File: src/rtl/spm_bank_arbiter_pkg.sv
// spm_pkg: shared widths and types for the scratchpad bank arbiter slice.
package spm_pkg;
    localparam int SPM_ADDR_W  = 9;
    localparam int SPM_DATA_W  = 32;
    localparam int SPM_MAX_REQ = 8;

    typedef struct packed {
        logic                  we;
        logic [SPM_ADDR_W-1:0] addr;
        logic [SPM_DATA_W-1:0] wdata;
    } spm_req_t;

    // Wide enough for the largest legal requester count.
    typedef logic [$clog2(SPM_MAX_REQ)-1:0] spm_req_idx_t;
endpackage

File: src/rtl/spm_bank_arbiter_if.sv
// spm_bank_arbiter_if: requester-side and bank-side signals of one SPM bank.
// slave = the arbiter, master = requesters plus bank wrapper.
interface spm_bank_arbiter_if
    import spm_pkg::*;
#(
    parameter int NUM_REQ = 4,
    parameter int ADDR_W  = SPM_ADDR_W,
    parameter int DATA_W  = SPM_DATA_W
);
    logic [NUM_REQ-1:0]             req_valid;
    logic [NUM_REQ-1:0]             req_we;
    logic [NUM_REQ-1:0][ADDR_W-1:0] req_addr;
    logic [NUM_REQ-1:0][DATA_W-1:0] req_wdata;
    logic [NUM_REQ-1:0]             req_gnt;
    logic [NUM_REQ-1:0]             resp_valid;
    logic [DATA_W-1:0]              resp_rdata;
    logic                           bank_ren;
    logic                           bank_wen;
    logic [ADDR_W-1:0]              bank_addr;
    logic [DATA_W-1:0]              bank_wdata;
    logic [DATA_W-1:0]              bank_rdata;
    logic                           bank_rvalid;

    modport slave (
        input  req_valid, req_we, req_addr, req_wdata, bank_rdata, bank_rvalid,
        output req_gnt, resp_valid, resp_rdata, bank_ren, bank_wen, bank_addr, bank_wdata
    );

    modport master (
        output req_valid, req_we, req_addr, req_wdata, bank_rdata, bank_rvalid,
        input  req_gnt, resp_valid, resp_rdata, bank_ren, bank_wen, bank_addr, bank_wdata
    );
endinterface

File: src/rtl/spm_bank_arbiter_rr_arbiter.sv
// rr_arbiter: combinational round-robin pick, scanning from rr_ptr upward
// and wrapping modulo NUM_REQ. The pointer register lives in the caller.
module rr_arbiter
    import spm_pkg::*;
#(
    parameter int NUM_REQ = 4
) (
    input  logic [NUM_REQ-1:0] req,
    input  spm_req_idx_t       rr_ptr,
    output logic [NUM_REQ-1:0] gnt,
    output spm_req_idx_t       idx
);
    // First asserted request at or after rr_ptr wins.
    always_comb begin
        logic found;
        int   j;
        gnt   = '0;
        idx   = '0;
        found = 1'b0;
        j     = 0;
        for (int k = 0; k < NUM_REQ; k++) begin
            j = int'(rr_ptr) + k;
            if (j >= NUM_REQ) j = j - NUM_REQ;
            if (!found && req[j]) begin
                found  = 1'b1;
                gnt[j] = 1'b1;
                idx    = spm_req_idx_t'(j);
            end
        end
    end
endmodule

File: src/rtl/spm_bank_arbiter.sv
// spm_bank_arbiter: sole master of one scratchpad bank. Round-robin grants one
// requester per cycle and routes the 1-cycle read response back by tag.
// Optional perf counters are built when SPM_ARB_PERF_EN is defined.
module spm_bank_arbiter
    import spm_pkg::*;
#(
    parameter int NUM_REQ = 4,
    parameter int ADDR_W  = SPM_ADDR_W,
    parameter int DATA_W  = SPM_DATA_W
) (
    input  logic                      clk,
    input  logic                      rst,
    spm_bank_arbiter_if.slave         bus
`ifdef SPM_ARB_PERF_EN
    ,
    output logic [31:0]               perf_conflict_cnt,
    output logic [NUM_REQ-1:0][15:0]  perf_grant_cnt
`endif
);
    spm_req_idx_t       rr_ptr;
    spm_req_idx_t       idx;
    spm_req_idx_t       rd_tag;
    logic               rd_pending;
    logic [NUM_REQ-1:0] req_live;
    logic [NUM_REQ-1:0] gnt;
    logic               sel_we;
    logic               rsp_hit;

    // Requests are masked during reset so every output reads 0 while rst is high.
    assign req_live = bus.req_valid & {NUM_REQ{~rst}};

    rr_arbiter #(.NUM_REQ(NUM_REQ)) u_rr (
        .req    (req_live),
        .rr_ptr (rr_ptr),
        .gnt    (gnt),
        .idx    (idx)
    );

    // One-hot mux of the winning request onto the bank port; zero when idle.
    always_comb begin
        sel_we         = 1'b0;
        bus.bank_addr  = '0;
        bus.bank_wdata = '0;
        for (int i = 0; i < NUM_REQ; i++) begin
            sel_we         = sel_we | (gnt[i] & bus.req_we[i]);
            bus.bank_addr  = bus.bank_addr  | ({ADDR_W{gnt[i]}} & bus.req_addr[i]);
            bus.bank_wdata = bus.bank_wdata | ({DATA_W{gnt[i]}} & bus.req_wdata[i]);
        end
        bus.req_gnt  = gnt;
        bus.bank_ren = (|gnt) & ~sel_we;
        bus.bank_wen = (|gnt) & sel_we;
    end

    // Pointer moves past the winner; holds when nothing is granted.
    always_ff @(posedge clk or posedge rst) begin
        if (rst)
            rr_ptr <= '0;
        else if (|gnt)
            rr_ptr <= (idx == spm_req_idx_t'(NUM_REQ - 1)) ? '0 : idx + spm_req_idx_t'(1);
    end

    // Remember who owns the read that the bank returns next cycle.
    always_ff @(posedge clk or posedge rst) begin
        if (rst) begin
            rd_pending <= 1'b0;
            rd_tag     <= '0;
        end else begin
            rd_pending <= bus.bank_ren;
            if (bus.bank_ren) rd_tag <= idx;
        end
    end

    // Steer bank read data to the tagged requester; stray rvalid is dropped.
    always_comb begin
        rsp_hit        = bus.bank_rvalid & rd_pending;
        bus.resp_rdata = rsp_hit ? bus.bank_rdata : '0;
        bus.resp_valid = '0;
        for (int i = 0; i < NUM_REQ; i++)
            bus.resp_valid[i] = rsp_hit & (rd_tag == spm_req_idx_t'(i));
    end

    a_no_stray_rvalid: assert property (@(posedge clk) disable iff (rst) bus.bank_rvalid |-> rd_pending);
    a_no_lost_rvalid:  assert property (@(posedge clk) disable iff (rst) rd_pending |-> bus.bank_rvalid);

`ifdef SPM_ARB_PERF_EN
    // Saturating contention counter and wrapping per-requester grant counters.
    always_ff @(posedge clk or posedge rst) begin
        if (rst) begin
            perf_conflict_cnt <= '0;
            perf_grant_cnt    <= '0;
        end else begin
            if ($countones(bus.req_valid) > 1 && perf_conflict_cnt != 32'hFFFF_FFFF)
                perf_conflict_cnt <= perf_conflict_cnt + 32'd1;
            for (int i = 0; i < NUM_REQ; i++)
                if (gnt[i]) perf_grant_cnt[i] <= perf_grant_cnt[i] + 16'd1;
        end
    end
`endif
endmodule

File: src/flat_wrapper.sv
// flat-port wrapper written by rule: the top's interface ports become plain ports
module spm_bank_arbiter_flat import spm_pkg::*;
#(
    parameter int NUM_REQ = 4,
    parameter int ADDR_W  = SPM_ADDR_W,
    parameter int DATA_W  = SPM_DATA_W
)
  (clk, rst, bus_req_valid, bus_req_we, bus_req_addr, bus_req_wdata, bus_bank_rdata, bus_bank_rvalid, bus_req_gnt, bus_resp_valid, bus_resp_rdata, bus_bank_ren, bus_bank_wen, bus_bank_addr, bus_bank_wdata);
  spm_bank_arbiter_if #(.NUM_REQ(NUM_REQ), .ADDR_W(ADDR_W), .DATA_W(DATA_W)) bus_i ();
  input  logic clk;
  input  logic rst;
  input wire logic [$bits(bus_i.req_valid)-1:0] bus_req_valid;
  input wire logic [$bits(bus_i.req_we)-1:0] bus_req_we;
  input wire logic [$bits(bus_i.req_addr)-1:0] bus_req_addr;
  input wire logic [$bits(bus_i.req_wdata)-1:0] bus_req_wdata;
  input wire logic [$bits(bus_i.bank_rdata)-1:0] bus_bank_rdata;
  input wire logic [$bits(bus_i.bank_rvalid)-1:0] bus_bank_rvalid;
  output wire logic [$bits(bus_i.req_gnt)-1:0] bus_req_gnt;
  output wire logic [$bits(bus_i.resp_valid)-1:0] bus_resp_valid;
  output wire logic [$bits(bus_i.resp_rdata)-1:0] bus_resp_rdata;
  output wire logic [$bits(bus_i.bank_ren)-1:0] bus_bank_ren;
  output wire logic [$bits(bus_i.bank_wen)-1:0] bus_bank_wen;
  output wire logic [$bits(bus_i.bank_addr)-1:0] bus_bank_addr;
  output wire logic [$bits(bus_i.bank_wdata)-1:0] bus_bank_wdata;
  assign bus_i.req_valid = bus_req_valid;
  assign bus_i.req_we = bus_req_we;
  assign bus_i.req_addr = bus_req_addr;
  assign bus_i.req_wdata = bus_req_wdata;
  assign bus_i.bank_rdata = bus_bank_rdata;
  assign bus_i.bank_rvalid = bus_bank_rvalid;
  assign bus_req_gnt = bus_i.req_gnt;
  assign bus_resp_valid = bus_i.resp_valid;
  assign bus_resp_rdata = bus_i.resp_rdata;
  assign bus_bank_ren = bus_i.bank_ren;
  assign bus_bank_wen = bus_i.bank_wen;
  assign bus_bank_addr = bus_i.bank_addr;
  assign bus_bank_wdata = bus_i.bank_wdata;
  spm_bank_arbiter #(.NUM_REQ(NUM_REQ), .ADDR_W(ADDR_W), .DATA_W(DATA_W)) u_core (.clk(clk), .rst(rst), .bus(bus_i));
endmodule
File: config.mk
export PLATFORM = sky130hd
export DESIGN_NAME = spm_bank_arbiter_flat
export DESIGN_NICKNAME = d
export VERILOG_FILES = /design/src/rtl/spm_bank_arbiter_pkg.sv /design/src/rtl/spm_bank_arbiter_if.sv /design/src/rtl/spm_bank_arbiter_rr_arbiter.sv /design/src/rtl/spm_bank_arbiter.sv /design/src/flat_wrapper.sv
export SDC_FILE = /design/constraint.sdc
export NUM_CORES = 1
export LEC_CHECK = 0
export BUFFER_PORTS_ARGS = -buffer_cell sky130_fd_sc_hd__buf_2
export CORE_AREA = 4 4 111 113
export DETAILED_ROUTE_END_ITERATION = 8
export DIE_AREA = 0 0 115 117
export GPL_TIMING_DRIVEN = 0
export RECOVER_POWER = 25
export SETUP_SLACK_MARGIN = 0.4
export SLEW_MARGIN = 10
export SYNTH_ARGS = -nofsm -noshare
export SYNTH_HDL_FRONTEND = slang
export SYNTH_HIERARCHICAL = 1
export SYNTH_SLANG_ARGS = --single-unit
export TNS_END_PERCENT = 20
File: constraint.sdc
create_clock -name clk -period 8.8 [get_ports clk]
set_input_delay 1.32 -clock clk [delete_from_list [all_inputs] [get_ports clk]]
set_output_delay 1.32 -clock clk [all_outputs]
set_load 0.02 [all_outputs]
==> impl_metrics.toml <==
[sta]
hold_slack_ns = 0.5278
hold_violations = 0
fin_skew_ns = 0.001714
final.setup.tns_ns = 0
drv_slew = 0
worstMarginPinSlew_ns = 0.5908
fmax_ghz = 0.1773
rsz0062_at_grt = "false"
setup_violations = 0
period_minus_slack_ns = 5.639
slew_headroom_pct = 60.61
period_share_pct = 64.08

[place]
place_hpwl_um = 9793
port-buffer-count = 289
gp_congestion = 0.8737
dp.cells = 715

[yosys]
syn_nets = 499
synth_top_cells_by_count = "a22oi_1 (84), nand2_1 (52), and3_1 (33), clkbuf_1 (18), ha_1 (9)"
netlist_area_sq_um = 2016
syn_inst = 283
async_reset_ff_share_pct = 100.0
synth_edf_count = 0
synthTopCellsByArea = "a22oi_1 (31%), and3_1 (10%), nand2_1 (9.7%)"
yosysMostFrequentCell = "a22oi_1"
synth_top_area_share_pct = 31.28
synth_cell_types = 44
yosysTopAreaCell = "a22oi_1"
ys_warn_count = 6
ys.flop_type = "dfrtp_1"
ys_seq_area_share_pct = 8.690
avgSynthCellArea_sq_um = 7.123
ys_ff_latch = 7

[critical_path]
crit_family = "buffers and inverters"
crit_slowest_cell = "mux4_2"
cp.required_ns = 7.48
crit_chain = "clkbuf_1 > nor2b_1 > clkbuf_1 > mux4_2 > nor2b_1 > a221oi_1 > o2bb2ai_1 > clkbuf_1 > clkbuf_1 > a22oi_1 > nand2_1 > buf_2"
worstSetupStartpointType = "input pin"
timing.rr.start = "u_core/rr_ptr[0]"
critPathBufInv = 5
criticalPathCategory = "in -> out"
crit_arrival_ns = 4.32
cp-end-kind = "output port"
slowest_delay_ns = 0.59
cp_max_fo = 10
cpMostUsedCell = "clkbuf_1"
critPathLaunch = "rst"

[global_routing]
grt_pass1_wl_um = 15670
antenna_found_initial = 0
grt_max_degree = 11
grt_pass1_vias = 3208
grt-ovfl-total = 0
track_usage_pct = 13.99

[power]
clock_power_share_pct = 4.7
seqPwrFrac_pct = 4.3
swShare_pct = 61.34
power.density_nw_per_um2 = 438.7
ir_drop_uv = 273.6
intPower_mw = 0.6271
p_switching_mw = 0.9948
p_leak_nw = 2.121
p_comb_share_pct = 91.0

[clock_network]
clockRootBuffer = "clkbuf_16"
cts_buffer_depth = 2
hold_buffers = 0
cts_resized = 0
cts_setup_buffers = 0
clock_sink_count = 7
cts_made_buffers = 3
tritoncts = "yes"
clkLatencyLatePin_ns = 0.23
cts.clk_slew.worst_paths_ns = 0.03
htree_levels = 1

[drt]
drc = 0
vias = 3509
drt_iter0_drc = 186
post_drt_wl_per_cell_um = 15.72
drt-total-wl_um = 11300
via_per_inst = 4.880
ant_nets = 0
drt_first_pass_iters = 5

[layout]
nets = 793
diodes = 0
layout-drive-gt1-share_pct = 50.17
syn2layout_area_growth_pct = 83.43
final_cells = 719

[die]
die_w_um = 115
start_util_pct = 17.81
io_pins = 290
dieArea_sq_um = 13460
core_area_sq_um = 11320
rows = 39
fp.dieH_um = 117

[worst_hold_path]
min_from = "u_core/rr_ptr[2]"
hold_path_class = "reg -> reg"

[run_status]
status = "finished clean"

[flow_run]
drv_cap = 0
==> kinds of logic after synthesis <==
kind of cell,after synthesis,synth area share [%]
DFF,7,8.690
muxes,9,6.641
adders and majority gates,9,5.587
buffers and inverters,38,8.193
AOI/OAI and AO/OA,111,41.65
and+or+nand+nor,109,29.24
==> worst reg2reg max path, stage by stage, from the launching register on <==
cell and delay (ns):
dfrtp_1 0.46, buf_6 0.18, buf_2 0.21, inv_1 0.13, ha_1 0.40, mux4_2 0.61, nor2b_1 0.25, a221oi_1 0.14
o2bb2ai_1 0.22, clkbuf_1 0.49, a22oi_1 0.24, nand3b_4 0.16, mux2_1 0.34
==> stage by stage <==
stage                     area (sq um)  total power, mW  utilization [%]  setup WS, ns
after CTS                         3720            1.630            32.86         3.216
after global routing              3697            1.762            32.66         2.928
after detailed placement          3641            1.549            32.16         3.214
after global placement            3641            1.524            32.16         3.300
after floorplan                   2016            1.060                -         3.786
final                             3697            1.622            32.66         3.161
==> layout make-up <==
cell class | instances | area, sq um
buffer | 32 | 142.6
fill | 1236 | 7624
inverter | 6 | 22.52
sequential | 7 | 175.2
clock buffer | 4 | 78.83
multi-input combinational | 238 | 1675
timing repair buffer | 289 | 1424
tap | 143 | 178.9
==> metal layers <==
| metal | part of all wire [%] | GRT usage (%) |
|---|---|---|
| met1 | 38 | 17.61 |
| met2 | 51 | 25.23 |
| met3 | 10 | 2.416 |
| met4 | 0.68 | 2.660 |
| met5 | 0 | 0 |
==> power by group through the flow <==
| stage | combinational (mW) | clock, mW | sequential, mW |
|---|---|---|---|
| 3_3_place_gp | 1.46 | 0 | 0.0690 |
| 5_1_grt | 1.61 | 0.0791 | 0.0729 |
| 4_1_cts | 1.48 | 0.0771 | 0.0698 |
| 6_report | 1.48 | 0.0755 | 0.0701 |
| 2_1_floorplan | 0.996 | 0 | 0.0643 |
| 3_5_place_dp | 1.48 | 0 | 0.0699 |
==> registers in the layout, indices dropped and copies added (netlist names) <==
signal	flops
u_core/rd_tag	3
u_core/rr_ptr	3
u_core/rd_pending	1
==> layout by cell type, fill, tap and decap left out, types with 2 or more instances in the layout <==
cell,synthesis,layout
buf_6,2,2
nor3b_1,3,3
and3_1,33,33
nor2_1,4,4
buf_1,8,8
clkbuf_16,0,3
dfrtp_1,7,7
nor4b_1,2,2
nand2_1,52,52
a21oi_1,2,2
o21ai_1,3,3
mux4_2,3,3
nor3_1,2,2
a22oi_1,84,84
o2bb2ai_1,2,2
inv_1,6,6
mux2_2,2,2
a221oi_1,2,2
a221o_1,2,2
buf_2,3,274
mux2_1,3,3
a311o_1,2,2
o21ai_0,4,4
ha_1,9,9
clkbuf_1,18,37
nor2b_1,5,5
o21a_1,2,2
==> worst paths after layout <==
| kind | end | slack [ns] | cells past startpoint |
|---|---|---|---|
| min reg2reg | u_core/rr_ptr[2] | 0.53 | 2 |
| max in group asynchronous | u_core/rr_ptr[0] | 7.51 | 2 |
| min in group asynchronous | u_core/rd_tag[1] | 1.07 | 2 |
| min | u_core/rr_ptr[2] | 0.53 | 2 |
| max | bus_bank_wdata[10] | 3.16 | 12 |
| max reg2reg | u_core/rd_tag[2] | 4.86 | 12 |
No activity file was read; power rests on OpenSTA's default activity.
